**src/rtl/alu_issue_arbiter_pkg.sv**
```systemverilog
// Shared core types for the ALU issue arbiter: machine word, shift amount
// and the ALU operation encoding. Codes 4'd14 and 4'd15 are unassigned and
// make the ALU produce zero.
package alu_issue_arbiter_pkg;

  typedef logic [31:0] word_t;
  typedef logic [4:0]  shamt_t;

  typedef enum logic [3:0] {
    ALU_ADD  = 4'd0,
    ALU_ADDU = 4'd1,
    ALU_SUB  = 4'd2,
    ALU_SUBU = 4'd3,
    ALU_AND  = 4'd4,
    ALU_OR   = 4'd5,
    ALU_XOR  = 4'd6,
    ALU_NOR  = 4'd7,
    ALU_SLT  = 4'd8,
    ALU_SLTU = 4'd9,
    ALU_SLL  = 4'd10,
    ALU_SRL  = 4'd11,
    ALU_SRA  = 4'd12,
    ALU_LUI  = 4'd13
  } alufunc_t;

endpackage

```
**src/rtl/alu_issue_arbiter_alu.sv**
```systemverilog
// Combinational ALU shared by both issue pipes. Shifts take the amount from
// a[4:0] and shift b; LUI places b[15:0] in the upper half. Signed overflow is
// reported only for ADD/SUB.
module alu_issue_arbiter_alu
  import alu_issue_arbiter_pkg::*;
(
  input  word_t    i_a,
  input  word_t    i_b,
  input  alufunc_t i_func,
  output word_t    o_c,
  output logic     o_of
);

  logic [32:0] w_sum;
  logic [32:0] w_dif;
  shamt_t      w_sh;

  assign w_sum = {i_a[31], i_a} + {i_b[31], i_b};
  assign w_dif = {i_a[31], i_a} - {i_b[31], i_b};
  assign w_sh  = i_a[4:0];

  // Select the result and overflow flag for the requested operation
  always_comb begin
    o_c  = 32'd0;
    o_of = 1'b0;
    case (i_func)
      ALU_ADD:  begin o_c = w_sum[31:0]; o_of = w_sum[32] ^ w_sum[31]; end
      ALU_ADDU: o_c = w_sum[31:0];
      ALU_SUB:  begin o_c = w_dif[31:0]; o_of = w_dif[32] ^ w_dif[31]; end
      ALU_SUBU: o_c = w_dif[31:0];
      ALU_AND:  o_c = i_a & i_b;
      ALU_OR:   o_c = i_a | i_b;
      ALU_XOR:  o_c = i_a ^ i_b;
      ALU_NOR:  o_c = ~(i_a | i_b);
      ALU_SLT:  o_c = {31'd0, ($signed(i_a) < $signed(i_b))};
      ALU_SLTU: o_c = {31'd0, (i_a < i_b)};
      ALU_SLL:  o_c = i_b << w_sh;
      ALU_SRL:  o_c = i_b >> w_sh;
      ALU_SRA:  o_c = $signed(i_b) >>> w_sh;
      ALU_LUI:  o_c = {i_b[15:0], 16'd0};
      default:  begin o_c = 32'd0; o_of = 1'b0; end
    endcase
  end

endmodule

```
**src/rtl/alu_issue_arbiter_arb_rr2.sv**
```systemverilog
// Two-way round-robin grant. On a tie the pipe named by r_rr_ptr wins; after
// every accept the pointer moves to the pipe that did not win, so the other
// requester gets the next tie.
module alu_issue_arbiter_arb_rr2 (
  input  logic clk,
  input  logic resetn,
  input  logic i_req0,
  input  logic i_req1,
  input  logic i_accept,
  output logic o_grant
);

  logic r_rr_ptr;

  // Grant: a lone requester wins outright, a tie follows the pointer
  always_comb begin
    o_grant = 1'b0;
    if (i_req0 && i_req1) begin
      o_grant = r_rr_ptr;
    end else begin
      o_grant = i_req1;
    end
  end

  // Pointer advances only when an operation is actually accepted
  always_ff @(posedge clk or negedge resetn) begin
    if (!resetn) begin
      r_rr_ptr <= 1'b0;
    end else if (i_accept) begin
      r_rr_ptr <= ~o_grant;
    end else begin
      r_rr_ptr <= r_rr_ptr;
    end
  end

endmodule

```
**src/rtl/alu_issue_arbiter.sv**
```systemverilog
// Shares one ALU between issue pipes 0 and 1 and registers the result, the
// overflow flag, the tag and the issuing pipe in a single valid/ready output
// stage. Build option ALU_ARB_RR_EN selects round-robin tie breaking;
// without it pipe 0 always wins a tie.
module alu_issue_arbiter
  import alu_issue_arbiter_pkg::*;
#(
  parameter int TAG_W = 4
) (
  input  logic             clk,
  input  logic             resetn,
  input  logic             in0_valid,
  output logic             in0_ready,
  input  word_t            in0_a,
  input  word_t            in0_b,
  input  alufunc_t         in0_func,
  input  logic [TAG_W-1:0] in0_tag,
  input  logic             in1_valid,
  output logic             in1_ready,
  input  word_t            in1_a,
  input  word_t            in1_b,
  input  alufunc_t         in1_func,
  input  logic [TAG_W-1:0] in1_tag,
  input  logic             flush,
  output logic             out_valid,
  input  logic             out_ready,
  output word_t            out_c,
  output logic             out_of,
  output logic [TAG_W-1:0] out_tag,
  output logic             out_port
);

  typedef struct packed {
    word_t            c;
    logic             of;
    logic [TAG_W-1:0] tag;
    logic             port;
  } out_stage_t;

  out_stage_t       r_out;
  logic             r_out_valid;

  logic             w_stage_free;
  logic             w_issue_ok;
  logic             w_grant;
  logic             w_accept;
  word_t            w_a;
  word_t            w_b;
  alufunc_t         w_func;
  logic [TAG_W-1:0] w_tag;
  word_t            w_c;
  logic             w_of;

  assign w_stage_free = !r_out_valid || out_ready;
  assign w_issue_ok   = w_stage_free && !flush;

`ifdef ALU_ARB_RR_EN
  alu_issue_arbiter_arb_rr2 u_arb (
    .clk      (clk),
    .resetn   (resetn),
    .i_req0   (in0_valid),
    .i_req1   (in1_valid),
    .i_accept (w_accept),
    .o_grant  (w_grant)
  );
`else
  // Fixed priority: pipe 1 only gets the ALU when pipe 0 is not asking
  assign w_grant = in1_valid && !in0_valid;
`endif

  assign in0_ready = w_issue_ok && !w_grant;
  assign in1_ready = w_issue_ok && w_grant;
  assign w_accept  = (in0_valid && in0_ready) || (in1_valid && in1_ready);

  // Steer the granted pipe's operands, function and tag into the ALU
  always_comb begin
    w_a    = in0_a;
    w_b    = in0_b;
    w_func = in0_func;
    w_tag  = in0_tag;
    if (w_grant) begin
      w_a    = in1_a;
      w_b    = in1_b;
      w_func = in1_func;
      w_tag  = in1_tag;
    end else begin
      w_a    = in0_a;
      w_b    = in0_b;
      w_func = in0_func;
      w_tag  = in0_tag;
    end
  end

  alu_issue_arbiter_alu u_alu (
    .i_a    (w_a),
    .i_b    (w_b),
    .i_func (w_func),
    .o_c    (w_c),
    .o_of   (w_of)
  );

  // Output stage: flush empties it, an accept loads it, a taken result
  // without a replacement empties it; data is kept when the stage drains
  always_ff @(posedge clk or negedge resetn) begin
    if (!resetn) begin
      r_out_valid <= 1'b0;
      r_out       <= '0;
    end else if (flush) begin
      r_out_valid <= 1'b0;
    end else if (w_accept) begin
      r_out_valid <= 1'b1;
      r_out.c     <= w_c;
      r_out.of    <= w_of;
      r_out.tag   <= w_tag;
      r_out.port  <= w_grant;
    end else if (out_ready) begin
      r_out_valid <= 1'b0;
    end else begin
      r_out_valid <= r_out_valid;
    end
  end

  assign out_valid = r_out_valid;
  assign out_c     = r_out.c;
  assign out_of    = r_out.of;
  assign out_tag   = r_out.tag;
  assign out_port  = r_out.port;

endmodule

```
**config.mk**
```make
export PLATFORM = sky130hd
export DESIGN_NAME = alu_issue_arbiter
export DESIGN_NICKNAME = d
export VERILOG_FILES = /design/src/rtl/alu_issue_arbiter_pkg.sv /design/src/rtl/alu_issue_arbiter_alu.sv /design/src/rtl/alu_issue_arbiter_arb_rr2.sv /design/src/rtl/alu_issue_arbiter.sv
export SDC_FILE = /design/constraint.sdc
export NUM_CORES = 1
export LEC_CHECK = 0
export CAP_MARGIN = 20
export CORE_MARGIN = 3
export CORE_UTILIZATION = 57
export CTS_BUF_LIST = sky130_fd_sc_hd__clkbuf_8
export DETAILED_ROUTE_END_ITERATION = 8
export MAX_ROUTING_LAYER = met4
export PLACE_DENSITY = 0.85
export SYNTH_ARGS = -nofsm -noshare
export SYNTH_HDL_FRONTEND = slang
export SYNTH_SLANG_ARGS = --single-unit
```
**constraint.sdc**
```tcl
create_clock -name clk -period 2.52 [get_ports clk]
set_input_delay 0.63 -clock clk [delete_from_list [all_inputs] [get_ports clk]]
set_output_delay 0.63 -clock clk [all_outputs]
set_load 0.005 [all_outputs]
```
==> flow_metrics.py, run 1 <==
metrics = {
    "synth": {
        "synth_area_sq_mm": 0.01152,
        "synth_cell_types": 86,
        "synth_edf_count": 0,
        "synth_cells": 1660,
        "synth_ff_type": "dfrtp_1",
        "synth.top_cells.by_area": "mux2i_1 (15%), ha_1 (11%), nand2_1 (8.7%)",
        "avgSynthCellArea_sq_um": 6.942,
        "yosysTopAreaCellShare_pct": 14.51,
        "ys_warn_count": 0,
        "ys_seq_area_share_pct": 8.469,
        "synthArstFlopShare_pct": 100.0,
        "ys_ff_latch": 39,
        "synth.most_common_cell": "nand2_1",
        "yosysTopAreaCell": "mux2i_1",
        "synthTopCellsByCount": "nand2_1 (266), mux2i_1 (167), a21oi_1 (146), nor2_1 (122), o21ai_0 (103)",
        "syn_nets": 1910,
    },
    "cts": {
        "htree_levels": 2,
        "postCtsHoldBufs": 0,
        "clkSinkCount": 39,
        "clock_path_buffers": 2,
        "cts_buffers": 5,
        "cts_root_buffer": "clkbuf_8",
    },
    "place": {
        "gp_congestion": 1.339,
        "detailedPlace.worstSlack_ns": -2.527,
        "dp_hpwl_microns": 51420,
        "dp.cells": 2496,
        "portBuffers": 190,
    },
    "status": {
        "error_line": "[ERROR GRT-0116] Global routing finished with congestion. Check the congestion regions in the DRC Viewer.",
        "outcome": "stopped before the end",
        "stop_stage": "5_1_grt",
    },
    "grt": {
        "grt_max_degree": 62,
        "grt_pass1_wl_microns": 155700,
        "grt_use_total_pct": 93.13,
        "grt_overflow_total": 861,
        "grt_pass1_vias": 23980,
    },
    "die": {
        "rows": 51,
        "die_h_microns": 148.2,
        "die_x_microns": 148.2,
        "start_util_pct": 58.63,
        "ios": 191,
    },
}
## per-layer routing
layer  global-route usage (%)  overflow
met1                    85.65        40
met2                    108.9       549
met3                    81.14        40
met4                    97.83       232
met5                        -         -
## through the flow
step | cell area, sq um | util (%)
floorplan | 12010 | -
detailed placement | 17210 | 87.54
CTS | 18780 | 95.53
global placement | 17210 | 87.54
## what timing repair did
| action | in CTS |
|---|---|
| gates resized for setup | 208 |
| hold endpoints to repair | 0 |
| setup buffers | 69 |
| pin swaps | 79 |
| endpoints found under the setup margin | 35 |
| cloned | 4 |
## cells by family after synthesis
logic type	share of synthesized area, %
compound gates	30.78
flops	8.469
simple gates	20.77
fa+ha+maj	10.99
xor+xnor	2.280
mux	17.82
buf+inv	8.892
==> run 2, diff against run 1 <==
--- a/config.mk
+++ b/config.mk
@@ -7,11 +7,9 @@
 export LEC_CHECK = 0
 export CAP_MARGIN = 20
 export CORE_MARGIN = 3
-export CORE_UTILIZATION = 57
-export CTS_BUF_LIST = sky130_fd_sc_hd__clkbuf_8
+export CORE_UTILIZATION = 40
 export DETAILED_ROUTE_END_ITERATION = 8
-export MAX_ROUTING_LAYER = met4
-export PLACE_DENSITY = 0.85
+export PLACE_DENSITY_LB_ADDON = 0.15
 export SYNTH_ARGS = -nofsm -noshare
 export SYNTH_HDL_FRONTEND = slang
 export SYNTH_SLANG_ARGS = --single-unit
==> flow_metrics.py, run 2 <==
metrics = {
    "timing": {
        "period_needed_ns": 4.084,
        "finClkSkew_ns": 0.01878,
        "fmax_mhz": 244.9,
        "rsz0062_at_grt": "yes",
        "finalSetupViolCount": 33,
        "drv_slew": 0,
        "tightestPinTransition_ns": 1.085,
        "hold_viol": 0,
        "worst_slack_ns": -1.564,
        "fin_crit_sh_pct": 162.1,
        "slew_headroom_pct": 26.92,
    },
    "final_layout": {
        "multiInputGateArea_sq_mm": 0.01078,
        "n_fill_cell": 2345,
        "layout.area.seq_sq_um": 975.9,
        "largest_register_ffs": 32,
        "layout.cells.most_common": "buf_4",
        "syn2layout_area_growth_pct": 72.37,
        "final_cell_area_sq_mm": 0.01986,
        "finalNonFillerCells": 2754,
        "layout-drive-gt1-share_pct": 36.58,
        "final_cell_mix": "buf_4 (595), nand2_1 (262), clkdlybuf4s50_1 (177)",
        "num-nets-final": 2622,
    },
    "critical_path": {
        "worst_path_most_repeated_cell": "nor2b_4",
        "arrival_ns": 4.29,
        "cp_cell_sequence": "buf_8 > nor2b_4 > buf_12 > mux2_4 > inv_8 > ha_4 > inv_2 > fa_2 > nor2b_4 > o211ai_1 > a311oi_2 > a211oi_4 > nor3_2 > o221ai_2 > a31oi_4 > a221oi_2 > xor2_1 > a221o_1",
        "start_kind": "primary input",
        "cp-end-kind": "register",
        "critPathMaxStageDelay_ns": 0.42,
        "cp_slowest_cell": "a211oi_4",
        "path_class": "in2reg",
        "crit_required_ns": 2.72,
        "critPathMaxFanout": 6,
    },
    "pwr": {
        "power_density_mw_per_mm2": 410.7,
        "comb_power_share_pct": 79.3,
        "total_power_mw": 8.157,
        "peakVddDrop_v": 0.0002846,
        "p_switching_mw": 3.868,
        "p_clk_share_pct": 10.4,
        "pwr-share-seq_pct": 10.4,
        "swShare_pct": 47.42,
        "internal-power_mw": 4.289,
        "leakage_nw": 9.233,
    },
    "place": {
        "dp.cells": 2674,
        "portBuffers": 190,
        "gp_congestion": 1.123,
        "dp_hpwl_microns": 57750,
        "placed_cell_area_sq_mm": 0.01789,
    },
    "synth": {
        "ys_seq_area_share_pct": 8.469,
        "ys_warn_count": 0,
        "syn_nets": 1910,
        "synth.top_cells.by_area": "mux2i_1 (15%), ha_1 (11%), nand2_1 (8.7%)",
        "ys_ff_latch": 39,
        "synth_area_sq_mm": 0.01152,
        "synth_ff_type": "dfrtp_1",
        "avgSynthCellArea_sq_um": 6.942,
        "yosysTopAreaCell": "mux2i_1",
        "yosysTopAreaCellShare_pct": 14.51,
        "synthTopCellsByCount": "nand2_1 (266), mux2i_1 (167), a21oi_1 (146), nor2_1 (122), o21ai_0 (103)",
        "synth.most_common_cell": "nand2_1",
        "synthArstFlopShare_pct": 100.0,
        "synth_cells": 1660,
        "synth_cell_types": 86,
        "synth_edf_count": 0,
    },
    "cts": {
        "htree_levels": 2,
        "clkSinkCount": 39,
        "cts_buffers": 5,
        "cts.clk_slew.worst_paths_ns": 0.08,
        "clk-insertion-delay-late_ns": 0.32,
        "cts_tree": "yes",
        "clock_path_buffers": 2,
        "cts_root_buffer": "clkbuf_16",
    },
    "die": {
        "start_util_pct": 41.03,
        "coreArea_sq_mm": 0.02809,
        "die_x_microns": 175.7,
        "die_h_microns": 175.7,
        "rows": 61,
        "ios": 191,
        "dieArea_sq_mm": 0.03088,
    },
    "grt": {
        "antenna_found_initial": 5,
        "grt_use_total_pct": 44.85,
        "grt_overflow_total": 0,
        "grt_pass1_wl_microns": 104800,
        "grt_max_degree": 62,
        "grt_pass1_vias": 16630,
    },
    "drt": {
        "drtIter0Drc": 2803,
        "post_drt_wl_per_cell_microns": 26.97,
        "dr_total_vias": 17530,
        "vias_per_cell": 6.363,
        "wirelength_microns": 74270,
        "drc_errors": 0,
        "drtPass1Iterations": 8,
        "ant_nets": 0,
    },
    "hold_path": {
        "hold_path.class": "in2async",
    },
    "run": {
        "cap_viol_max_count": 0,
    },
    "status": {
        "violations": "setup timing",
        "outcome": "finished, violations left",
    },
}
[run 2: final timing paths]
check	from	endpoint	slack (ns)	cells after the start
min	resetn	out_tag[0]$_DFFE_PN0P_	0.27	1
max in group asynchronous	resetn	out_c[5]$_DFFE_PN0P_	1.68	2
min in group clk	out_c[2]$_DFFE_PN0P_	out_c[2]$_DFFE_PN0P_	0.47	2
min reg2reg	out_c[2]$_DFFE_PN0P_	out_c[2]$_DFFE_PN0P_	0.47	2
max	in0_valid	out_c[24]$_DFFE_PN0P_	-1.56	18
max reg2reg	out_valid$_DFFE_PN0P_	out_c[29]$_DFFE_PN0P_	0.17	9
[run 2: layer usage]
layer	global-route usage [%]	up-vias	share of wire (%)
met5	0	-	0.020
met4	27.68	2	8.2
met3	11.02	386	13
met2	67.87	1519	42
met1	57.19	8094	37
li1	-	7524	-
[run 2: what timing repair did]
action                                 4_1_cts  5_1_grt
setup buffers                               51       29
endpoints found under the hold margin        0        0
gates cloned                                 0        4
hold buffers                                 0        0
resized for setup                          131      133
setup endpoints to repair                   35       33
pin swaps                                   70       82
[run 2: stage by stage]
stage               hold WS (ns)  worst slack [ns]  TNS [ns]  util [%]
floorplan                 0.3344            -1.629    -37.39         -
global placement          0.4522            -2.284    -66.00     63.69
detailed placement        0.4622            -2.513    -69.48     63.69
CTS                       0.2824            -1.538    -39.79     67.43
global route              0.2975            -1.624    -42.92     70.70
finish                    0.2716            -1.564    -40.31     70.72
[run 2: final cells by class]
class                           instances  share of cell area (%)
Antenna cell                            3                 0.03780
Clock buffer                            5                  0.6299
Clock inverter                          3                  0.2205
Inverter                               95                   1.877
Multi-Input combinational cell       1403                   54.27
Sequential cell                        39                   4.913
Tap cell                              378                   2.381
Timing Repair Buffer                  828                   35.67
[run 2: critical path: cells and delay by family]
| kind | cells | cell delay (ns) |
|---|---|---|
| compound gates | 7 | 1.91 |
| fa+ha+maj | 2 | 0.50 |
| simple gates | 3 | 0.38 |
| buf+inv | 4 | 0.37 |
| mux | 1 | 0.34 |
| xor+xnor | 1 | 0.12 |
[run 2: cell families after synthesis]
family	count (synthesis)	synth area share [%]
mux	194	17.82
buf+inv	218	8.892
compound gates	537	30.78
xor+xnor	30	2.280
flops	39	8.469
simple gates	542	20.77
fa+ha+maj	100	10.99
[run 2: power groups by stage]
stage	logic, mW	clock network (mW)	registers [mW]
finish	6.47	0.845	0.845
global route	6.72	0.849	0.852
floorplan	2.63	0	0.823
detailed placement	5.46	0	0.847
CTS	5.82	0.831	0.836
global placement	5.40	0	0.847
(Power assumes the default switching activity.)
==> run 3, diff against run 2 <==
--- a/config.mk
+++ b/config.mk
@@ -8,6 +8,7 @@
 export CAP_MARGIN = 20
 export CORE_MARGIN = 3
 export CORE_UTILIZATION = 40
+export CTS_BUF_LIST = sky130_fd_sc_hd__clkbuf_2
 export DETAILED_ROUTE_END_ITERATION = 8
 export PLACE_DENSITY_LB_ADDON = 0.15
 export SYNTH_ARGS = -nofsm -noshare
==> flow_metrics.py, run 3 (synthesis gave the netlist of run 2 again) <==
metrics = {
    "die": {
        "dieArea_sq_mm": 0.03088,
        "die_x_microns": 175.7,
        "coreArea_sq_mm": 0.02809,
        "ios": 191,
        "rows": 61,
        "start_util_pct": 41.03,
        "die_h_microns": 175.7,
    },
    "critical_path": {
        "cp-startpoint": "in0_valid",
        "cp_slowest_cell": "fa_2",
        "critPathMaxStageDelay_ns": 0.43,
        "crit_required_ns": 2.98,
        "worst_path_most_repeated_cell": "nor2b_4",
        "start_kind": "primary input",
        "cp-end-kind": "register",
        "path_class": "in2reg",
        "critPathMaxFanout": 5,
        "arrival_ns": 4.26,
        "r2r_start": "out_valid$_DFFE_PN0P_",
        "cp_top_family": "compound AO/OA/AOI/OAI gates",
        "critPathBufInv": 4,
        "cp_cell_sequence": "buf_8 > nor2b_4 > buf_4 > buf_12 > buf_6 > mux2_4 > fa_2 > nor2b_4 > o211ai_1 > a311oi_2 > a211oi_4 > nor3_2 > o221ai_2 > a31oi_4 > a221oi_2 > xor2_1 > a221o_1",
    },
    "status": {
        "outcome": "finished, violations left",
        "violations": "setup timing",
    },
    "timing": {
        "period_needed_ns": 3.801,
        "finClkSkew_ns": 0.07651,
        "slew_headroom_pct": 29.05,
        "worst_slack_ns": -1.281,
        "drv_slew": 0,
        "fmax_mhz": 263.1,
        "tightestPinTransition_ns": 1.053,
        "setup_tns_ns": -32.01,
        "fin_crit_sh_pct": 150.8,
        "rsz0062_at_grt": "yes",
        "hold_viol": 0,
        "finalSetupViolCount": 33,
    },
    "drt": {
        "dr_total_vias": 17770,
        "ant_nets": 0,
        "drtIter0Drc": 2959,
        "wirelength_microns": 76280,
        "drtPass1Iterations": 8,
        "post_drt_wl_per_cell_microns": 27.50,
        "drc_errors": 0,
        "vias_per_cell": 6.406,
    },
    "grt": {
        "grt_pass1_vias": 16720,
        "grt_use_total_pct": 45.50,
        "grt_pass1_wl_microns": 106000,
        "antenna_found_initial": 7,
        "grt_max_degree": 54,
        "grt_overflow_total": 0,
    },
    "final_layout": {
        "syn2layout_area_growth_pct": 76.49,
        "final_cell_mix": "buf_4 (598), nand2_1 (256), clkdlybuf4s50_1 (176)",
        "utilization_pct": 72.41,
        "layout-drive-gt1-share_pct": 38.71,
        "largest_register_ffs": 32,
        "finalNonFillerCells": 2774,
        "num-nets-final": 2641,
        "layout.cells.most_common": "buf_4",
    },
    "cts": {
        "htree_levels": 2,
        "cts_tree": "yes",
        "clkSinkCount": 39,
        "cts_buffers": 5,
        "cts_root_buffer": "clkbuf_2",
        "clock_path_buffers": 2,
        "cts.clk_slew.worst_paths_ns": 0.35,
        "clk-insertion-delay-late_ns": 0.55,
    },
    "place": {
        "dp.cells": 2674,
        "dp_hpwl_microns": 57750,
        "detailedPlace.worstSlack_ns": -2.513,
        "portBuffers": 190,
        "gp_congestion": 1.123,
    },
    "pwr": {
        "peakVddDrop_v": 0.0002319,
        "power_density_mw_per_mm2": 396.2,
        "total_power_mw": 8.059,
        "leakage_nw": 9.375,
    },
    "hold_path": {
        "hold_path.class": "in2async",
    },
    "run": {
        "cap_viol_max_count": 0,
    },
}
[run 3: changes by cell type in the layout (fill, tap and decap cells not counted), moves of 4 or more]
cell and change:
a21oi_1 -8, a21oi_2 +5, buf_6 +11, bufbuf_16 +5, clkbuf_16 -5, clkbuf_2 +5, ha_1 -7, ha_2 +4
mux2i_1 -7, mux2i_4 +10, nand2_1 -6, nand2_2 +4, nor2_1 -5, nor2_2 +7
[run 3: cell type report]
class	instances	area, sq um
well taps	378	473.0
repair buffers	847	7388
diodes	4	10.01
multi-input cells	1403	11050
clock inverters	3	43.79
flip-flops and latches	39	975.9
fillers	2258	7749
clock buffers	5	25.02
inverters	95	372.9
[run 3: worst paths after layout]
check,cells past startpoint,slack (ns),end
max,17,-1.28,out_c[24]$_DFFE_PN0P_
min,2,0.51,out_tag[0]$_DFFE_PN0P_
max reg2reg,9,0.11,out_c[29]$_DFFE_PN0P_
min reg2reg,2,0.51,out_c[2]$_DFFE_PN0P_
max in group asynchronous,3,1.37,out_c[5]$_DFFE_PN0P_
min in group clk,2,0.51,out_c[2]$_DFFE_PN0P_
[run 3: what timing repair did]
action | in CTS | in global routing
hold buffers | 1 | 0
gates cloned | 6 | 4
buffers inserted | 34 | 48
pin swaps | 69 | 50
gates resized for setup | 178 | 157
endpoints found under the hold margin | 7 | 0
endpoints found under the setup margin | 35 | 33
[run 3: per-layer routing]
layer / up-vias / GRT usage (%) / part of all wire [%]
met1: 8338 / 58.22 / 38
li1: 7565 / - / -
met2: 1456 / 68.81 / 41
met3: 408 / 10.51 / 12
met5: - / 0 / 0.017
met4: 2 / 28.77 / 9.0
[run 3: per-stage QoR]
step	hold slack (ns)	cell area [sq um]
3_5_place_dp	0.4622	17890
2_1_floorplan	0.3344	12010
5_1_grt	0.5191	20330
6_report	0.5069	20340
4_1_cts	0.5102	19140
3_3_place_gp	0.4522	17890
[run 3: power breakdown]
| group | switching [mW] | total (mW) | internal, mW |
|---|---|---|---|
| Clock | 0.333 | 0.501 | 0.168 |
| Sequential | 0.105 | 0.845 | 0.740 |
| Combinational | 3.50 | 6.71 | 3.21 |
